**src/rtl/mouse_fmt_pkg.sv**
```systemverilog
// Shared types and ASCII constants for the mouse line formatter.
// MOUSE_FMT_CRLF_EN selects CR LF line endings (15 bytes) instead of LF only (14 bytes).
package mouse_fmt_pkg;

  typedef enum logic {IDLE = 1'b0, SEND = 1'b1} state_t;

  localparam logic [7:0] A_SPACE = 8'h20;
  localparam logic [7:0] A_PLUS  = 8'h2B;
  localparam logic [7:0] A_MINUS = 8'h2D;
  localparam logic [7:0] A_CR    = 8'h0D;
  localparam logic [7:0] A_LF    = 8'h0A;
  localparam logic [7:0] A_L     = 8'h4C;
  localparam logic [7:0] A_M     = 8'h4D;
  localparam logic [7:0] A_R     = 8'h52;
  localparam logic [7:0] A_DASH  = 8'h2D;
  localparam logic [7:0] A_ZERO  = 8'h30;

`ifdef MOUSE_FMT_CRLF_EN
  localparam int MSG_LEN = 15;
`else
  localparam int MSG_LEN = 14;
`endif
  localparam int IDX_W = $clog2(MSG_LEN);

  // 9-bit magnitude; -256 maps to 9'h100, which is why the top digit exists
  function automatic logic [8:0] mag9(input logic [8:0] v);
    return v[8] ? (~v + 9'd1) : v;
  endfunction

endpackage

```
**src/rtl/hex_to_ascii.sv**
```systemverilog
// Combinational nibble to uppercase hex ASCII digit.
module hex_to_ascii (
  input  logic [3:0] nib_i,
  output logic [7:0] asc_o
);

  always_comb begin
    asc_o = (nib_i < 4'd10) ? (8'h30 + {4'h0, nib_i}) : (8'h37 + {4'h0, nib_i});
  end

endmodule

```
**src/rtl/mouse_uart_formatter.sv**
```systemverilog
// Formats one PS/2 mouse packet per tick as an ASCII line into the UART tx FIFO.
// Line ending chosen by MOUSE_FMT_CRLF_EN (see mouse_fmt_pkg).
module mouse_uart_formatter
  import mouse_fmt_pkg::*;
#(
  parameter int DRP_W = 8
) (
  input  logic             clk,
  input  logic             reset,
  input  logic             m_done_tick,
  input  logic [2:0]       btn,
  input  logic [8:0]       xm,
  input  logic [8:0]       ym,
  input  logic             tx_full,
  output logic             wr_uart,
  output logic [7:0]       wr_data,
  output logic             busy,
  output logic [DRP_W-1:0] drop_cnt
);

  state_t             state_q, state_d;
  logic [IDX_W-1:0]   idx_q, idx_d;
  logic [2:0]         btn_q, btn_d;
  logic [8:0]         xm_q, xm_d, ym_q, ym_d;
  logic [DRP_W-1:0]   drop_q, drop_d;

  logic [8:0]         xmag, ymag;
  logic [3:0][3:0]    nib;   // X1, X0, Y1, Y0
  logic [3:0][7:0]    asc;
  logic [7:0]         char_c;

  assign xmag = mag9(xm_q);
  assign ymag = mag9(ym_q);
  assign nib  = {ymag[3:0], ymag[7:4], xmag[3:0], xmag[7:4]};

  for (genvar g = 0; g < 4; g++) begin : g_hex
    hex_to_ascii u_hex (.nib_i(nib[g]), .asc_o(asc[g]));
  end

  always_comb begin
    char_c = A_LF;
    case (int'(idx_q))
      0:       char_c = btn_q[0] ? A_L : A_DASH;
      1:       char_c = btn_q[2] ? A_M : A_DASH;
      2:       char_c = btn_q[1] ? A_R : A_DASH;
      3, 8:    char_c = A_SPACE;
      4:       char_c = xm_q[8] ? A_MINUS : A_PLUS;
      5:       char_c = A_ZERO | {7'd0, xmag[8]};
      6:       char_c = asc[0];
      7:       char_c = asc[1];
      9:       char_c = ym_q[8] ? A_MINUS : A_PLUS;
      10:      char_c = A_ZERO | {7'd0, ymag[8]};
      11:      char_c = asc[2];
      12:      char_c = asc[3];
`ifdef MOUSE_FMT_CRLF_EN
      13:      char_c = A_CR;
`endif
      default: char_c = A_LF;
    endcase
  end

  always_comb begin
    state_d = state_q;
    idx_d   = idx_q;
    btn_d   = btn_q;
    xm_d    = xm_q;
    ym_d    = ym_q;
    drop_d  = drop_q;
    wr_uart = 1'b0;
    wr_data = 8'h00;
    case (state_q)
      IDLE: begin
        if (m_done_tick) begin
          btn_d   = btn;
          xm_d    = xm;
          ym_d    = ym;
          idx_d   = '0;
          state_d = SEND;
        end
      end
      SEND: begin
        wr_uart = !tx_full;
        wr_data = char_c;
        if (!tx_full) begin
          if (idx_q == IDX_W'(MSG_LEN - 1)) state_d = IDLE;
          else                              idx_d   = idx_q + 1'b1;
        end
        // captured packet stays frozen; late ticks only bump the counter
        if (m_done_tick && (drop_q != '1)) drop_d = drop_q + 1'b1;
      end
      default: state_d = IDLE;
    endcase
  end

  always_ff @(posedge clk or negedge reset) begin
    if (!reset) begin
      state_q <= IDLE;
      idx_q   <= '0;
      btn_q   <= '0;
      xm_q    <= '0;
      ym_q    <= '0;
      drop_q  <= '0;
    end else begin
      state_q <= state_d;
      idx_q   <= idx_d;
      btn_q   <= btn_d;
      xm_q    <= xm_d;
      ym_q    <= ym_d;
      drop_q  <= drop_d;
    end
  end

  assign busy     = (state_q == SEND);
  assign drop_cnt = drop_q;

endmodule
```
**config.mk**
```make
export PLATFORM = sky130hd
export DESIGN_NAME = mouse_uart_formatter
export DESIGN_NICKNAME = d
export VERILOG_FILES = /design/src/rtl/mouse_fmt_pkg.sv /design/src/rtl/hex_to_ascii.sv /design/src/rtl/mouse_uart_formatter.sv
export SDC_FILE = /design/constraint.sdc
export NUM_CORES = 1
export LEC_CHECK = 0
export BUFFER_PORTS_ARGS = -buffer_cell sky130_fd_sc_hd__buf_2
export CAP_MARGIN = 20
export CORE_MARGIN = 2
export CORE_UTILIZATION = 29
export DETAILED_ROUTE_END_ITERATION = 8
export PLACE_DENSITY = 0.48
export SETUP_SLACK_MARGIN = 0.02
export SLEW_MARGIN = 10
export SYNTH_ARGS = -nofsm -noshare
export SYNTH_HDL_FRONTEND = slang
export SYNTH_SLANG_ARGS = --single-unit
```
**constraint.sdc**
```tcl
create_clock -name clk -period 4.82 [get_ports clk]
set_clock_uncertainty 0.2 [all_clocks]
set_input_delay 0.723 -clock clk [delete_from_list [all_inputs] [get_ports clk]]
set_output_delay 0.723 -clock clk [all_outputs]
set_load 0.01 [all_outputs]
```
==> run metrics, run 1 <==
PnR Total Power 0.00257 W; Non-Filler Instances 517; first-pass GRT wire length 12,600 um; Antenna Cells 0; Syn Inst Count between 300 and 400; fin crit share 78.8%; DIE WIDTH 103 um; Data arrival, critical path roughly 2.9 ns; setup violators final 0; wire length per cell 14.5 um; min Tclk post-route around 3.8 ns; Post-Route WL 7500 um; vias in the first global route 2,479; Area growth syn-to-layout 14.5%; flops & latches, synth 34; CTS max path bufs 2; io pins 43; post-synth cell types a little over 60; Die Y 103 um; Post-synth EDFFs 0; commonest non-fill, non-tap cell in the layout nand2_1; Post-CTS Setup Repair Bufs 0; worst hold slack 0.290 ns; synth top area cells dfrtp_1, nand2_1, ha_1, xnor2_1, xor2_1; Max rail drop VDD 0.000210 V; Detail Route Antenna Nets 0; startpoint class of the critical path flop; clock sink count 34; sequential share of power 27.0%; CP Capture Type primary output; starting density of the core 29.5%; top cell type's share of synthesized area between 20% and 30%; CP required around 3.9 ns; Final Hold Viols 0; Post-route DRC 0; Post-Syn Area approximately 2800 um^2; sw power around 0.0013 W; Mapped Nets 395; largest net degree at the start of global routing 35; Internal Pwr Total 0.00130 W; fillers 1,043; Post-DP HPWL 5710 um; share of post-route cells with drive strength above 1 15.6%; Pleak 1.41 nW; Main synth FF type dfrtp_1; Total Routing Usage GR 15.0%; average size of a mapped cell roughly 7.9 um^2; Max-Cap Viols 0; Nets 419; initial DRC count 122; die area 10,600 um^2; Worst-Skew Late Latency 0.29 ns; Num CTS Buffers 5; HP Class flop to flop; RSZ-0062 raised after global routing no; CTS tree yes; maximum clock frequency 263 MHz; most frequent cells in the layout nand2_1, buf_2, dfrtp_1; first drt pass iteration count 5; worst slew pin tran 0.792 ns; Fin Setup TNS 0 ns; number of synthesis warnings 0; DR vias 2,650; critical path class flop to primary output; ys async rst share 100%; grt total ovfl 0; H-Tree Depth 2; relative slew slack a little under half; core box area 9640 um^2; cts repair resizes 0; Synth area leader dfrtp_1; RD Place Congestion 0.832; initial antenna violation count 0; number of vias per cell approximately 5.1; Buffers on Ports 41; switching power share of the total 49.5%; Final Max Tran Viols 0; worst-path fanout max 6; outcome finished, final reports clean; Post-Place Cells 509; Clock transition at path regs 0.08 ns; sequential fraction of the synthesis area 30.0%; Root Driver clkbuf_8; Hold-fix buffers, CTS 0; share of total power in the clock network 12.4%; PwrDens 791 nW/um^2; worst reg-to-reg setup slack around 2.9 ns; combinational power share 60.5%; # rows 36
-- worst max-delay path, stage by stage, from the launching register on --
cell and delay (ns):
dfrtp_1 0.43, inv_1 0.10, ha_1 0.33, nand2_1 0.08
a21boi_0 0.18, ha_1 0.25, nor2b_1 0.10, o21ai_0 0.10
a31oi_1 0.27, o221ai_1 0.16, a211oi_1 0.33, a21oi_1 0.11
buf_2 0.17
-- power groups by stage --
stage | Sequential [W] | Combinational (W) | Clock, W
final | 0.000696 | 0.00156 | 0.000320
after global routing | 0.000732 | 0.00174 | 0.000345
after CTS | 0.000695 | 0.00156 | 0.000331
after detailed placement | 0.000699 | 0.00155 | 0
after global placement | 0.000698 | 0.00153 | 0
after floorplan | 0.000537 | 0.00130 | 0
-- cells in the mapped netlist, types with 3 or more instances --
master and n:
a21o_1 4, a221oi_1 4, nand4_1 3, o211ai_1 3, clkbuf_1 21, nand3_1 11, dfrtp_1 34, nor3_1 3
and2_1 3, nor3b_1 6, a211oi_1 4, o21ai_0 15, xnor2_1 15, a31oi_1 4, or3_1 3, xor2_1 13
o31ai_1 8, nor2_1 21, inv_1 13, nand2b_1 7, o21ai_1 3, a21oi_1 13, nor2b_1 12, nand3b_1 3
ha_1 11, nand2_1 75
-- cells by family after synthesis --
logic type | Yosys count | share of synthesized area, %
AND/OR/NAND/NOR | 158 | 27.3
other | 1 | 0.132
buffers and inverters | 38 | 5.73
flip-flops | 34 | 30.0
multiplexers | 3 | 1.10
adder cells (fa/ha/maj) | 11 | 4.85
XOR/XNOR | 28 | 8.64
AO/OA/AOI/OAI | 86 | 22.3
-- state kept, by name, indices dropped and copies added, names as in the netlist --
register / cells
btn_q: 3
ym_q: 9
idx_q: 4
busy: 1
xm_q: 9
drop_cnt: 8
-- area by class of cell --
type	instances	area, um^2	share of cell area [%]
Multi-Input combinational cell	287	1830	56.2
Sequential cell	34	851	26.2
Timing Repair Buffer	42	220	6.77
Tap cell	133	166	5.12
Clock buffer	5	68.8	2.12
Clock inverter	3	68.8	2.12
Inverter	13	48.8	1.50
-- stage by stage --
step | util (%) | area (um^2) | worst slack, ns
5_1_grt | 33.7 | 3250 | 0.863
3_3_place_gp | 32.2 | 3100 | 1.44
3_5_place_dp | 32.3 | 3110 | 1.39
4_1_cts | 33.7 | 3250 | 1.07
6_report | 33.7 | 3250 | 1.02
2_1_floorplan | - | 2840 | 1.69
-- final timing paths --
check | depth (start not counted) | endpoint | from
max | 12 | wr_data[4] | xm_q[1]
min | 1 | drop_cnt[7] | drop_cnt[7]
max reg2reg | 7 | idx_q[3] | idx_q[1]
min reg2reg | 1 | drop_cnt[7] | drop_cnt[7]
max in group asynchronous | 1 | idx_q[3] | reset
min in group asynchronous | 1 | xm_q[4] | reset
-- routing by layer --
| layer | part of all wire [%] | global-route usage, % | wire length [um] | vias up |
|---|---|---|---|---|
| met5 | 0 | 0 | 0 | - |
| met4 | 1.5 | 4.76 | 112 | 0 |
| met3 | 4.0 | 2.10 | 297 | 9 |
| met2 | 44 | 22.2 | 3280 | 48 |
| met1 | 51 | 22.3 | 3810 | 1274 |
| li1 | - | - | - | 1319 |
No activity file was read; power rests on OpenSTA's default activity.
==> run 2, diff against run 1 <==
- PLACE_DENSITY: 0.48 -> 0.5
- clock period: 4.82 -> 3.2 ns (I/O delays scaled with it)
==> run 2 against run 1 <==
  * Via count increased by 3.3%
  * Global-route usage is 0.065 points higher
  * Critical endpoint is now wr_data[1]
  * Register-to-register slack worse by 1.6 ns
  * Total power rose by 72%
  * Flip-flop and latch count stayed put
  * Largest cell class unchanged
  * Final cell count increased by 4.3%
  * Largest power group unchanged
  * Final area is 9.7% higher
==> run metrics, run 2 (synthesis gave the netlist of run 1 again) <==
outcome finished, final reports clean; fillers 1,034; DIE WIDTH 103 um; Area growth syn-to-layout 25.7%; Die Y 103 um; Final Hold Viols 0; Data arrival, critical path ~2.5 ns; fin crit share 99.1%; Final Util a little under two fifths; commonest non-fill, non-tap cell in the layout nand2_1; most frequent cells in the layout nand2_1, buf_2, dfrtp_1; PwrDens 1240 nW/um^2; CTS tree yes; HP Class primary input to async pin; Max-Cap Viols 0; number of vias per cell 5.08; core box area 9640 um^2; setup violators final 0; Final Max Tran Viols 0; Pleak 1.56 nW; worst slew pin tran 0.775 ns; CTS max path bufs 2; initial DRC count 158; share of post-route cells with drive strength above 1 27.1%; Hold-fix buffers, CTS 0; critical path class flop to primary output; DR vias around 2,700; Max rail drop VDD 0.000333 V; worst hold slack 0.0508 ns; Num CTS Buffers 5; clock sink count 34; CP required 2.52 ns; initial antenna violation count 0; io pins 43; placed cell areas 3190 um^2; worst-path fanout max 7; post-route cell area 3570 um^2; wire length per cell 14.5 um; Clock transition at path regs 0.08 ns; Root Driver clkbuf_8; first-pass GRT wire length 12,600 um; # rows 36; Worst-Skew Late Latency approximately 0.29 ns; RD Place Congestion 0.856; vias in the first global route 2,513; Buffers on Ports 41; maximum clock frequency ~320 MHz; CP Capture Type primary output; first drt pass iteration count 4; min Tclk post-route 3.17 ns; startpoint class of the critical path flop; RSZ-0062 raised after global routing yes; Total Routing Usage GR 15.0%; Post-DP HPWL 5590 um; Post-route DRC 0; worst r2r path cells 7; H-Tree Depth 2; Detail Route Antenna Nets 0; grt total ovfl 0; largest net degree at the start of global routing 35; Nets 441; starting density of the core 29.5%; Antenna Cells 0; die area 10,600 um^2; Post-Route WL 7810 um; relative slew slack about half
[run 2: changes by cell type in the layout (fill, tap and decap cells not counted), sizes merged]
cell	before	now
clkbuf	5	6
clkinv	1	0
buf	42	64
[run 2: per-stage QoR]
step / setup slack [ns] / std cells / TNS (ns) / total power [W]
final: 0.0277 / 539 / 0 / 0.00442
after global routing: -0.124 / 539 / -0.500 / 0.00482
after CTS: 0.0169 / 537 / 0 / 0.00421
after detailed placement: 0.0870 / 520 / 0 / 0.00348
after global placement: 0.115 / 520 / 0 / 0.00344
after floorplan: 0.315 / 359 / 0 / 0.00276
[run 2: layout make-up]
| cell class | instances | area [um^2] | share of cell area (%) |
|---|---|---|---|
| clock inverter | 2 | 60.1 | 1.68 |
| multi-input combinational | 287 | 1980 | 55.4 |
| clock buffer | 6 | 82.6 | 2.31 |
| tap | 133 | 166 | 4.67 |
| sequential | 34 | 852 | 23.9 |
| inverter | 13 | 48.8 | 1.37 |
| timing repair buffer | 64 | 382 | 10.7 |
[run 2: what timing repair did]
item,in CTS,in global routing
setup endpoints to repair,7,7
buffers inserted,9,2
hold endpoints to repair,0,0
pin swaps,10,10
gates resized for setup,19,18
[run 2: power by group]
group / internal (W) / switching, W / total, W
Sequential: 0.000621 / 0.000363 / 0.000983
Clock: 0.000332 / 0.000170 / 0.000502
Combinational: 0.00135 / 0.00158 / 0.00293
[run 2: worst max-delay path: stages (launching register included)]
cell      delay (ns)
dfrtp_1         0.42
or4_4           0.55
o21ai_1         0.17
xor2_1          0.22
ha_2            0.31
a221oi_2        0.25
o31a_1          0.14
buf_2           0.13
[run 2: final timing paths]
kind / startpoint / slack, ns / end
max in group asynchronous: reset / 2.21 / idx_q[0]
worst max-delay path: ym_q[0] / 0.03 / wr_data[1]
min in group clk: ym[6] / 0.17 / ym_q[6]
worst max register to register: idx_q[1] / 1.29 / idx_q[3]
worst min-delay path: reset / 0.05 / xm_q[6]
worst min register to register: drop_cnt[7] / 0.29 / drop_cnt[7]
[run 2: layer usage]
metal / part of all wire [%] / GRT usage, %
met5: 0 / 0
met4: 1.2 / 4.05
met3: 4.4 / 2.31
met2: 46 / 22.7
met1: 49 / 22.2
==> run 3, diff against run 2 <==
- CORE_MARGIN: 2 -> not set
==> run 3 against run 2 <==
  * The run now ends with negative setup slack left
  * Via count increased by 1.0%
  * Register-to-register slack got worse by 0.02 ns
  * Die area decreased by 3.8%
  * Maximum frequency decreased by 1.3%
  * Critical path depth increased by 1
  * Routed wire length decreased by 1.1%
  * Worst hold slack improved by 0.0051 ns
==> run metrics, run 3 (synthesis gave the netlist of run 1 again) <==
Fin Setup TNS -0.0238 ns; Post-route DRC 0; most frequent cells in the layout nand2_1, buf_2, dfrtp_1; Final Util 39.1%; worst slew pin tran ~0.8 ns; Buffers on Ports between 40 and 50; Max-Cap Viols 0; clock sink count 34; first drt pass iteration count 5; wire length per cell 14.2 um; min Tclk post-route 3.21 ns; Data arrival, critical path 2.53 ns; Post-DP HPWL 5590 um; # rows 35; CP Capture Type primary output; io pins 43; maximum clock frequency 311 MHz; relative slew slack 47.9%; RD Place Congestion 0.813; die area 10,200 um^2; Final Max Tran Viols 0; Multi-input gate area 2030 um^2; outcome finished, violations left; DIE WIDTH 101 um; commonest non-fill, non-tap cell in the layout nand2_1; register area between 800 and 900 um^2; worst r2r path cells 7; worst path cell trace or4_4 -> buf_4 -> o41ai_4 -> a2bb2oi_4 -> a21o_1 -> o22a_1 -> a21oi_1 -> buf_2; CP required 2.52 ns; Total Routing Usage GR approximately 16%; Max rail drop VDD 0.000392 V; CTS max path bufs 2; vias in the first global route 2,575; critical path class flop to primary output; startpoint class of the critical path flop; initial antenna violation count 0; Post-Place Cells about 520; HP Class primary input to async pin; fin crit share 100%; Worst path max stage delay 0.60 ns; first-pass GRT wire length roughly 13,000 um; Pleak approximately 1.6 nW; PnR Total Power 0.00447 W; PwrDens 1220 nW/um^2; fillers 1,022; Detail Route Antenna Nets 0; CTS tree yes; Root Driver clkbuf_8; Area growth syn-to-layout 28.9%; Clock transition at path regs roughly 0.070 ns; RSZ-0062 raised after global routing yes; initial DRC count 202; Antenna Cells 0; Nets 449; setup violators final 2; Hold-fix buffers, CTS 0; Post-Route WL 7720 um; starting density of the core approximately 30%; number of vias per cell 5.09; Final Hold Viols 0; Num CTS Buffers 5; Die Y between 100 and 150 um; largest net degree at the start of global routing 35; critical path's slowest cell or4_4; worst-path fanout max 5; Worst-Skew Late Latency between 0.2 and 0.3 ns; setup ws final -0.0144 ns; Non-Filler Instances 543; share of post-route cells with drive strength above 1 30.0%; failing checks negative setup slack; core box area around 9400 um^2; DR vias about 2,800; Place WS 0.0481 ns; grt total ovfl 0; H-Tree Depth 2
[run 3: per-stage QoR]
stage	hold slack (ns)	area [um^2]
2_1_floorplan	-0.0156	2840
3_3_place_gp	0.274	3180
3_5_place_dp	0.287	3180
4_1_cts	0.0880	3460
5_1_grt	0.137	3660
6_report	0.0559	3660
[run 3: worst paths after layout]
kind	endpoint	from	slack, ns
min	xm_q[5]	reset	0.06
min in group clk	xm_q[2]	xm[2]	0.18
min reg2reg	drop_cnt[5]	drop_cnt[5]	0.30
max	wr_data[6]	xm_q[0]	-0.01
max in group asynchronous	xm_q[8]	reset	2.20
max reg2reg	idx_q[3]	idx_q[1]	1.27
[run 3: timing repair]
item,4_1_cts,5_1_grt
buffers inserted,10,9
gates resized for setup,21,28
endpoints found under the setup margin,7,7
pin swaps,10,9
[run 3: critical path: cells and delay by family, from the launching register on]
| kind | cells | cell delay, ns |
|---|---|---|
| AOI/OAI and AO/OA | 5 | 0.89 |
| and+or+nand+nor | 1 | 0.60 |
| DFF | 1 | 0.41 |
| buffers and inverters | 2 | 0.33 |
[run 3: power breakdown]
group | switching, W | internal (W)
combinational | 0.00164 | 0.00145
clock | 0.000167 | 0.000232
sequential | 0.000360 | 0.000623
total | 0.00217 | 0.00230
[run 3: area by class of cell]
class	instances	area share (%)
timing repair buffer	72	12.3
tap	129	4.41
multi-input combinational	287	55.5
inverter	13	1.33
clock buffer	5	1.88
sequential	34	23.4
clock inverter	3	1.23
[run 3: routing by layer]
layer  vias to the layer above  wire length [um]  track usage (%)
met1                      1311              3860             22.5
met5                         -                 0                0
met2                        74              3440             24.2
li1                       1372                 -                -
met4                         0                91             4.12
met3                         8               323             2.22
